<file path="src/rtl/bn_pkg.sv">
// Shared types and constants for the batch-norm statistics controller.
package bn_pkg;

  typedef enum logic [2:0] {
    ST_IDLE,
    ST_FEED,
    ST_HOLD,
    ST_DRAIN,
    ST_READY,
    ST_ERROR
  } bn_state_t;

  // Extra DRAIN cycles beyond CHANNELS before a missing acc_done is an error.
  localparam int TIMEOUT_MARGIN = 8;

  function automatic logic is_busy_state(input bn_state_t s);
    return (s == ST_FEED) || (s == ST_HOLD) || (s == ST_DRAIN);
  endfunction

endpackage

</file>
<file path="src/rtl/bn_stats_table.sv">
// Per-channel {sum, sum_sq} register file: one write port, one registered read port.
module bn_stats_table #(
  parameter int WIDTH    = 16,
  parameter int CHANNELS = 16
) (
  input  logic             clk,
  input  logic             rst,
  input  logic             we,
  input  logic [4:0]       wr_addr,
  input  logic [WIDTH-1:0] wr_sum,
  input  logic [WIDTH-1:0] wr_sum_sq,
  input  logic [4:0]       rd_addr,
  output logic [WIDTH-1:0] rd_sum,
  output logic [WIDTH-1:0] rd_sum_sq
);

  // Padded to the full 5-bit address space so unused channels read back as zero.
  logic [31:0][2*WIDTH-1:0] entry_flat;
  logic [2*WIDTH-1:0]       rd_data_reg;

  for (genvar gi = 0; gi < 32; gi++) begin : g_entry
    if (gi < CHANNELS) begin : g_live
      logic [2*WIDTH-1:0] entry_reg;
      always_ff @(posedge clk or negedge rst) begin
        if (!rst) begin
          entry_reg <= '0;
        end else if (we && (wr_addr == 5'(gi))) begin
          entry_reg <= {wr_sum, wr_sum_sq};
        end
      end
      assign entry_flat[gi] = entry_reg;
    end else begin : g_pad
      assign entry_flat[gi] = '0;
    end
  end

  always_ff @(posedge clk or negedge rst) begin
    if (!rst) begin
      rd_data_reg <= '0;
    end else begin
      rd_data_reg <= entry_flat[rd_addr];
    end
  end

  assign rd_sum    = rd_data_reg[2*WIDTH-1:WIDTH];
  assign rd_sum_sq = rd_data_reg[WIDTH-1:0];

endmodule

</file>
<file path="src/rtl/bn_stats_controller.sv">
// Feeds one channel-major batch into an accumulator and captures per-channel results.
// Define BN_CTRL_TIMEOUT_EN to bound the wait for acc_done in DRAIN.
module bn_stats_controller
  import bn_pkg::*;
#(
  parameter int WIDTH      = 16,
  parameter int BATCH_SIZE = 10,
  parameter int CHANNELS   = 16
) (
  input  logic             clk,
  input  logic             rst,
  input  logic             start,
  output logic             busy,
  output logic             stats_valid,
  output logic             err,
  input  logic             s_valid,
  output logic             s_ready,
  input  logic [WIDTH-1:0] s_data,
  input  logic [4:0]       s_channel,
  output logic             acc_en,
  output logic             acc_valid,
  output logic [WIDTH-1:0] acc_x,
  output logic [4:0]       acc_channel,
  input  logic [WIDTH-1:0] acc_sum,
  input  logic [WIDTH-1:0] acc_sum_sq,
  input  logic [4:0]       acc_channel_out,
  input  logic             acc_valid_out,
  input  logic             acc_done,
  input  logic [4:0]       rd_channel,
  output logic [WIDTH-1:0] rd_sum,
  output logic [WIDTH-1:0] rd_sum_sq
);

  bn_state_t        state_reg, state_next;
  logic [7:0]       round_reg;
  logic [4:0]       chan_reg;
  logic [WIDTH-1:0] hold_x_reg;
  logic             held_pending_reg;
  logic             busy_reg, stats_valid_reg, err_reg, s_ready_reg, acc_en_reg;
  logic             acc_valid_reg;
  logic [WIDTH-1:0] acc_x_reg;
  logic [4:0]       acc_channel_reg;

  logic xfer, chan_ok, last_chan, last_round, capture, feed_entry, tbl_we, to_expired;

  assign xfer       = s_valid && s_ready_reg;
  assign chan_ok    = (s_channel == chan_reg);
  assign last_chan  = (chan_reg == 5'(CHANNELS - 1));
  assign last_round = (round_reg == 8'(BATCH_SIZE - 1));
  assign capture    = (state_reg == ST_FEED) && last_round && (chan_reg == 5'd0);
  assign feed_entry = (state_next == ST_FEED) && (state_reg != ST_FEED);

`ifdef BN_CTRL_TIMEOUT_EN
  localparam int TO_LIMIT = CHANNELS + TIMEOUT_MARGIN;
  logic [5:0] to_cnt_reg;

  assign to_expired = (to_cnt_reg == 6'(TO_LIMIT - 1));

  always_ff @(posedge clk or negedge rst) begin
    if (!rst) begin
      to_cnt_reg <= '0;
    end else if (state_reg != ST_DRAIN) begin
      to_cnt_reg <= '0;
    end else if (!to_expired) begin
      to_cnt_reg <= to_cnt_reg + 6'd1;
    end
  end
`else
  assign to_expired = 1'b0;
`endif

  always_comb begin
    state_next = state_reg;
    unique case (state_reg)
      ST_IDLE:  if (start) state_next = ST_FEED;
      ST_FEED: begin
        if (xfer && !chan_ok)      state_next = ST_ERROR;
        else if (xfer && capture)  state_next = ST_HOLD;
      end
      ST_HOLD: begin
        if (xfer && !chan_ok)        state_next = ST_ERROR;
        else if (xfer && last_chan)  state_next = ST_DRAIN;
      end
      ST_DRAIN: begin
        if (acc_done)        state_next = ST_READY;
        else if (to_expired) state_next = ST_ERROR;
      end
      ST_READY: if (start) state_next = ST_FEED;
      ST_ERROR: state_next = ST_ERROR;
      default:  state_next = ST_IDLE;
    endcase
  end

  always_ff @(posedge clk or negedge rst) begin
    if (!rst) begin
      state_reg        <= ST_IDLE;
      round_reg        <= '0;
      chan_reg         <= '0;
      hold_x_reg       <= '0;
      held_pending_reg <= 1'b0;
      busy_reg         <= 1'b0;
      stats_valid_reg  <= 1'b0;
      err_reg          <= 1'b0;
      s_ready_reg      <= 1'b0;
      acc_en_reg       <= 1'b0;
      acc_valid_reg    <= 1'b0;
      acc_x_reg        <= '0;
      acc_channel_reg  <= '0;
    end else begin
      state_reg       <= state_next;
      busy_reg        <= is_busy_state(state_next);
      stats_valid_reg <= (state_next == ST_READY);
      err_reg         <= (state_next == ST_ERROR);
      s_ready_reg     <= (state_next == ST_FEED) || (state_next == ST_HOLD);
      acc_en_reg      <= !((state_next == ST_IDLE) || (state_next == ST_ERROR));
      acc_valid_reg   <= 1'b0;

      if (feed_entry) begin
        round_reg        <= '0;
        chan_reg         <= '0;
        held_pending_reg <= 1'b0;
      end else if (xfer && chan_ok) begin
        if (last_chan) begin
          chan_reg  <= '0;
          round_reg <= round_reg + 8'd1;
        end else begin
          chan_reg <= chan_reg + 5'd1;
        end
        // Last-round channel 0 is parked and issued after the rest of the round.
        if (capture) begin
          hold_x_reg <= s_data;
        end else begin
          acc_valid_reg   <= 1'b1;
          acc_x_reg       <= s_data;
          acc_channel_reg <= s_channel;
        end
        if ((state_reg == ST_HOLD) && last_chan) held_pending_reg <= 1'b1;
      end else if ((state_reg == ST_DRAIN) && held_pending_reg && !acc_valid_reg) begin
        // Waiting one idle cycle keeps issues non-adjacent.
        acc_valid_reg    <= 1'b1;
        acc_x_reg        <= hold_x_reg;
        acc_channel_reg  <= 5'd0;
        held_pending_reg <= 1'b0;
      end
    end
  end

  assign tbl_we = (state_reg == ST_DRAIN) && acc_valid_out &&
                  ({1'b0, acc_channel_out} < 6'(CHANNELS));

  bn_stats_table #(
    .WIDTH    (WIDTH),
    .CHANNELS (CHANNELS)
  ) u_table (
    .clk       (clk),
    .rst       (rst),
    .we        (tbl_we),
    .wr_addr   (acc_channel_out),
    .wr_sum    (acc_sum),
    .wr_sum_sq (acc_sum_sq),
    .rd_addr   (rd_channel),
    .rd_sum    (rd_sum),
    .rd_sum_sq (rd_sum_sq)
  );

  assign busy        = busy_reg;
  assign stats_valid = stats_valid_reg;
  assign err         = err_reg;
  assign s_ready     = s_ready_reg;
  assign acc_en      = acc_en_reg;
  assign acc_valid   = acc_valid_reg;
  assign acc_x       = acc_x_reg;
  assign acc_channel = acc_channel_reg;

endmodule

</file>
<file path="config.mk">
export PLATFORM = sky130hd
export DESIGN_NAME = bn_stats_controller
export DESIGN_NICKNAME = d
export VERILOG_FILES = /design/src/rtl/bn_pkg.sv /design/src/rtl/bn_stats_table.sv /design/src/rtl/bn_stats_controller.sv
export SDC_FILE = /design/constraint.sdc
export NUM_CORES = 1
export LEC_CHECK = 0
export CAP_MARGIN = 20
export CORE_UTILIZATION = 33
export DETAILED_ROUTE_END_ITERATION = 10
export GPL_ROUTABILITY_DRIVEN = 0
export SYNTH_ARGS = -nofsm -noshare
export SYNTH_HDL_FRONTEND = slang
export SYNTH_HIERARCHICAL = 1
export SYNTH_SLANG_ARGS = --single-unit
</file>
<file path="constraint.sdc">
create_clock -name clk -period 2.1 [get_ports clk]
set_input_delay 0.63 -clock clk [delete_from_list [all_inputs] [get_ports clk]]
set_output_delay 0.63 -clock clk [all_outputs]
set_load 0.05 [all_outputs]
</file>
== Word level (Yosys, flattened, before mapping) ==
Cells that the tools add are included.

* Output and inout bits: 59
* Flip-flop bits (word level): 604

* Bitwise logic cells: 1
* $lt $le $gt $ge: 2
* Reduce and logical (&&, ||, !) cells: 48
* Add/subtract/negate cells: 2
* Equal/unequal tests: 31
* Multiplexer cells: 29

{| class="wikitable"
|+ Operators with widths
! kind !! count
|-
| binary-select mux 32 bit (select 5 bit) || 1
|-
| 2-to-1 mux 16 bit || 3
|-
| == test 5 x 4 -> 1 bit (second input constant) || 9
|-
| 2-to-1 mux 32 bit || 1
|-
| 2-to-1 mux 5 bit || 6
|-
| logical AND 1 bit || 29
|-
| 2-to-1 mux 8 bit || 3
|-
| == test 5 x 3 -> 1 bit (second input constant) || 4
|-
| 2-to-1 mux 3 bit || 6
|-
| case mux 3 bit (5 select lines) || 1
|-
| == test 3 x 2 -> 1 bit (second input constant) || 4
|-
| == test 3 bit (second input constant) || 4
|-
| == test 5 x 2 -> 1 bit (second input constant) || 2
|-
| zero test 5 bit || 2
|-
| adder 8 x 1 -> 8 bit (second input constant) || 1
|-
| == test 8 x 4 -> 1 bit (second input constant) || 1
|-
| 2-to-1 mux 1 bit || 8
|-
| == test 3 x 1 -> 1 bit (second input constant) || 2
|-
| zero test 3 bit || 2
|-
| less-than comparator 5 x 6 -> 1 bit (second input constant) || 1
|-
| AND reduction 3 bit || 2
|-
| nonzero test 2 bit || 3
|-
| adder 5 x 1 -> 5 bit (second input constant) || 1
|-
| == test 5 x 1 -> 1 bit (second input constant) || 1
|-
| other kinds (11) || 16
|}

== Depth between registers and ports, before layout ==
* Depth after elaboration: 11
* Gate-level depth with buffers: 10
* Depth with buffers taken out: 8

== By module ==
The synthesis kept the hierarchy.

{| class="wikitable"
|+ By module, submodules not included
! module !! seq. area each (um2) !! times used !! area an instance (um2) !! cells an instance
|-
| bn_stats_table || 13613.1 || 1 || 24607.4 || 1682
|-
| bn_stats_controller || 1501.4 || 1 || 2930.3 || 245
|}

== Least setup slack after synthesis ==
OpenSTA, ideal clock, no wires.

* Path kind: reg2reg
* Start point: register state_reg[0]
* End point: register u_table.g_entry[12].g_live.entry_reg[23]
* Data required time: 1.975 ns
* Data arrival time: 2.083 ns
* Path slack: -0.108 ns
* Library setup time: 0.125 ns
* Stages on the path, launching flop included: 9
* Cells stage by stage: dfrtp_1 buf_2 nand3_1 nor3b_1 nor4b_2 and3_1 buf_4 buf_6 mux2_2

* Cells in the longest elaborated chain, start to end: 4

{| class="wikitable"
|+ Ends and longest elaborated chain
! item !! RTL line !! RTL
|-
| from (decl) || bn_stats_controller.sv:34 || <nowiki>bn_state_t state_reg, state_next;</nowiki>
|-
| from (signal assigned) || bn_stats_controller.sv:110 || <nowiki>state_reg <= state_next;</nowiki>
|-
| == test 3 x 2 -> 1 bit || bn_stats_controller.sv:148 || <nowiki>assign tbl_we = (state_reg == ST_DRAIN) && acc_valid_out &&</nowiki>
|-
| logical AND 1 bit (2 in a row) || bn_stats_controller.sv:148 ||
|-
| named net tbl_we || bn_stats_controller.sv:44 || <nowiki>logic xfer, chan_ok, last_chan, last_round, capture, feed_entry, tbl_we, to_expired;</nowiki>
|-
| logical AND 1 bit || bn_stats_table.sv:27 || <nowiki>end else if (we && (wr_addr == 5'(gi))) begin</nowiki>
|-
| to (signal assigned) || bn_stats_table.sv:28 || <nowiki>entry_reg <= {wr_sum, wr_sum_sq};</nowiki>
|-
| to (decl) || bn_stats_table.sv:23 || <nowiki>logic [2*WIDTH-1:0] entry_reg;</nowiki>
|}

The timed path passes the listed nets, and every way through them passes these cells.
A chain may end at the register's enable or synchronous reset.

== Worst setup path in the final report ==
* Start point: register state_reg[2]
* End point: register u_table.g_entry[13].g_live.entry_reg[12]

* Cells in the longest elaborated chain, start to end: 4

{| class="wikitable"
|+ Ends and longest elaborated chain
! item !! RTL line
|-
| == test 3 x 2 -> 1 bit || bn_stats_controller.sv:148
|-
| logical AND 1 bit (2 in a row) || bn_stats_controller.sv:148
|-
| named net tbl_we || bn_stats_controller.sv:44
|-
| logical AND 1 bit || bn_stats_table.sv:27
|-
| to (signal assigned) || bn_stats_table.sv:28
|-
| to (decl) || bn_stats_table.sv:23
|}

The timed path passes the listed nets, and every way through them passes these cells.

==> impl_metrics.json <==
{
  "status": "finished with violations",
  "violations": "negative setup slack",
  "number_of_flops_mapped_to_enable_cells_by_yosys": 0,
  "portion_of_synthesized_cell_area_occupied_by_the_leading_cell_type_pct": 54.9,
  "worst_setup_path_start_kind": "flip-flop",
  "crit_path_max_fanout": 9,
  "power_density_nw_per_um2": 780,
  "ys_dominant_reg_cell": "sky130_fd_sc_hd__dfrtp_1",
  "largest_register_ff_count": 512,
  "multi_input_area_sq_um": 12000,
  "area.sequential_sq_um": 15100,
  "worst_setup_path_end_kind": "flip-flop",
  "antenna_found_initial": 7,
  "grt_pass1_wl_mm": 116,
  "leakage_uw": 0.0170,
  "grt_overflow": 0,
  "io_buffers": 127,
  "postPlaceCellArea_sq_um": 31200,
  "post_route_cells_drive_above_1_share_pct": 43.7,
  "postSynthNetCount": 2000,
  "synth_cell_type_count": 72,
  "timing.critical_path.required_ns": 2.58,
  "cts_tree": "yes",
  "cap_violations": 0,
  "tightest_slew_ns": 0.618,
  "clock_slew_at_reported_path_ffs_ns": 0.06,
  "async_reset_ff_share_pct": 100,
  "drtIter0Drc": 896,
  "clkLatencyLatePin_ns": 0.61,
  "h_tree_levels": 3,
  "placeableCoreArea_sq_um": 82400,
  "power.sequential.fraction_pct": 44.7,
  "postSynthAreaPerCell_sq_um": 14.3,
  "final_antenna_net_count": 0,
  "fin_ws_ns": -0.227,
  "hpwl_dp_mm": 45.8,
  "seq_area_frac_synth_pct": 54.9,
  "pin_count_of_the_biggest_net_entering_global_routing": 84,
  "timing.final.max_slew_violations": 0,
  "cp-startpoint": "state_reg[2]",
  "yosysWarnings": 6,
  "sw_frac_of_total_pct": 26.3,
  "floorplan.die_area_sq_um": 84600,
  "die-width_um": 291,
  "timing.clock.skew_ns": 0.0231,
  "cts.sink_count": 604,
  "worst_hold_startpoint": "u_table/g_entry[11].g_live.entry_reg[9]",
  "netlist.top_cell.by_area": "sky130_fd_sc_hd__dfrtp_1",
  "filler_cell_count": 7394,
  "cts_made_buffers": 67,
  "routed_wl_mm": 75.7,
  "initial_core_utilization_pct": 33.4,
  "ctsLongestPathBuffers": 3,
  "cts.root.buffer_cell": "sky130_fd_sc_hd__clkbuf_16",
  "finalSetupViolCount": 517,
  "worst-setup-path-type": "reg -> reg",
  "dr_total_vias": 17177,
  "fp.dieH_um": 291,
  "top_area_cells_in_the_synthesized_netlist": "sky130_fd_sc_hd__dfrtp_1 (55%), sky130_fd_sc_hd__mux2_2 (17%), sky130_fd_sc_hd__mux2i_1 (7.1%)",
  "nets": 2259,
  "detail_route.vias_per_cell": 5.19,
  "reg2reg_from": "state_reg[2]",
  "drt_pre_antenna_iters": 5,
  "rows": 105,
  "synth.ff_latch_count": 604,
  "drc_errors": 0,
  "clock_power_share_pct": 43.0,
  "worstPathArrival_ns": 2.81,
  "first_global_vias": 18737,
  "final_min_period_over_clock_period_pct": 111,
  "share_comb_of_total_power_pct": 12.3,
  "syn_area_sq_um": 27500,
  "dp_slack_ns": -0.666,
  "routedWlPerCell_um": 22.9,
  "slew_headroom_pct": 58.7,
  "maxClockFrequency_mhz": 430,
  "design.portCount": 128,
  "min-delay-path-class": "reg -> reg",
  "grt.total_usage_pct": 17.9,
  "p_sw_uw": 7110,
  "final.min_clock_period_ns": 2.33,
  "internal_power_uw": 19900,
  "vdd_drop_max_uv": 709,
  "hold_viol_final": 0,
  "post-route-cell-area_sq_um": 34700,
  "area_delta_synth_final_pct": 26.0,
  "unrepaired_setup_endpoints_after_global_routing": "yes",
  "postSynthCellCount": 1927
}
[repair_timing]
item,4_1_cts,5_1_grt
hold buffers,1,0
hold endpoints to repair,25,0
pin swaps,3,1
gates cloned,14,6
resized for setup,107,66
setup endpoints to repair,518,551
setup buffers,16,4
[through the flow]
stage,util (%),TNS [ns],hold WS (ns),cells,total power [uW]
6_report,42.1,-69.74,0.490,3307,27000
2_1_floorplan,-,-0.573,0.334,1927,14100
4_1_cts,41.7,-47.06,0.487,3300,27400
5_1_grt,42.1,-123.05,0.504,3306,28100
3_5_place_dp,37.9,-305.70,0.474,3153,15600
3_3_place_gp,37.9,-299.94,0.462,3153,15500
[metal layers]
metal / wire, um / up-vias / global-route usage (%)
met4: 1580 / 12 / 5.24
met3: 3850 / 108 / 3.59
met5: 71 / - / 0
met1: 34400 / 9084 / 24.2
met2: 35800 / 390 / 28.9
li1: - / 7583 / -
[worst max-delay path, stage by stage, from the launching register on]
cell and delay, ns:
sky130_fd_sc_hd__dfrtp_1 0.39, sky130_fd_sc_hd__inv_2 0.07, sky130_fd_sc_hd__nand3_2 0.06, sky130_fd_sc_hd__buf_6 0.14
sky130_fd_sc_hd__nor3b_2 0.17, sky130_fd_sc_hd__buf_4 0.15, sky130_fd_sc_hd__buf_6 0.10, sky130_fd_sc_hd__and4bb_2 0.26
sky130_fd_sc_hd__and3_4 0.32, sky130_fd_sc_hd__buf_12 0.20, sky130_fd_sc_hd__mux2_4 0.31
[power groups by stage]
stage | registers [uW] | clock network (uW) | logic [uW]
6_report | 12100 | 11600 | 3330
5_1_grt | 12100 | 12400 | 3550
4_1_cts | 12100 | 12000 | 3340
3_5_place_dp | 12300 | 0 | 3310
3_3_place_gp | 12300 | 0 | 3260
2_1_floorplan | 13100 | 0 | 1010
[cell type report]
| class | count | share of cell area [%] |
|---|---|---|
| sequential | 604 | 43.6 |
| multi-input combinational | 1158 | 34.6 |
| timing repair buffer | 348 | 11.6 |
| clock buffer | 96 | 5.56 |
| tap | 1070 | 3.86 |
| clock inverter | 23 | 0.682 |
| inverter | 7 | 0.0830 |
| antenna | 1 | 0.00721 |
[path summary, 6_finish.rpt]
path | to | depth (start not counted) | slack [ns]
max | u_table/g_entry[13].g_live.entry_reg[12] | 10 | -0.23
min | u_table/g_entry[11].g_live.entry_reg[9] | 1 | 0.49
max reg2reg | u_table/g_entry[13].g_live.entry_reg[12] | 10 | -0.23
min reg2reg | u_table/g_entry[11].g_live.entry_reg[9] | 1 | 0.49
max in group asynchronous | u_table/g_entry[5].g_live.entry_reg[14] | 4 | 0.78
min in group asynchronous | u_table/g_entry[3].g_live.entry_reg[2] | 2 | 0.51
[cells by family after synthesis]
family / after synthesis / synth area share [%]
muxes: 755 / 31.7
DFF: 604 / 54.9
and+or+nand+nor: 204 / 4.17
AOI/OAI and AO/OA: 185 / 4.91
buffers and inverters: 165 / 3.78
xor gates and xnor gates: 10 / 0.400
adders and majority gates: 4 / 0.182
[synthesized netlist by cell type, types with 31 or more instances]
cell,n
sky130_fd_sc_hd__dfrtp_1,604
sky130_fd_sc_hd__mux2_2,422
sky130_fd_sc_hd__mux2i_1,195
sky130_fd_sc_hd__a22oi_1,96
sky130_fd_sc_hd__mux2_1,77
sky130_fd_sc_hd__clkbuf_1,62
sky130_fd_sc_hd__nand2_1,57
sky130_fd_sc_hd__buf_2,43
sky130_fd_sc_hd__nand3_1,40
sky130_fd_sc_hd__nand2b_1,33
sky130_fd_sc_hd__buf_6,32
sky130_fd_sc_hd__mux4_2,31
[placed cells by master, fill, tap and decap left out, types with 7 or more instances in the layout]
master                            instances
sky130_fd_sc_hd__dfrtp_1                604
sky130_fd_sc_hd__mux2_2                 361
sky130_fd_sc_hd__mux2i_1                195
sky130_fd_sc_hd__buf_4                  178
sky130_fd_sc_hd__mux2_4                 152
sky130_fd_sc_hd__a22oi_1                 96
sky130_fd_sc_hd__clkbuf_16               73
sky130_fd_sc_hd__buf_12                  67
sky130_fd_sc_hd__clkdlybuf4s50_1         64
sky130_fd_sc_hd__nand2_1                 48
sky130_fd_sc_hd__nand3_1                 39
sky130_fd_sc_hd__nand2b_1                32
sky130_fd_sc_hd__mux4_2                  31
sky130_fd_sc_hd__o21ai_1                 28
sky130_fd_sc_hd__clkbuf_1                17
sky130_fd_sc_hd__nand3b_1                16
sky130_fd_sc_hd__mux2_1                  16
sky130_fd_sc_hd__buf_6                   13
sky130_fd_sc_hd__a21oi_1                 12
sky130_fd_sc_hd__buf_16                  12
sky130_fd_sc_hd__nor2_1                  11
sky130_fd_sc_hd__clkinv_2                11
sky130_fd_sc_hd__clkbuf_8                10
sky130_fd_sc_hd__o221a_1                  9
sky130_fd_sc_hd__o21ai_0                  8
sky130_fd_sc_hd__o221a_2                  7
sky130_fd_sc_hd__buf_8                    7
Note: power is estimated with default switching activity, not from simulation.
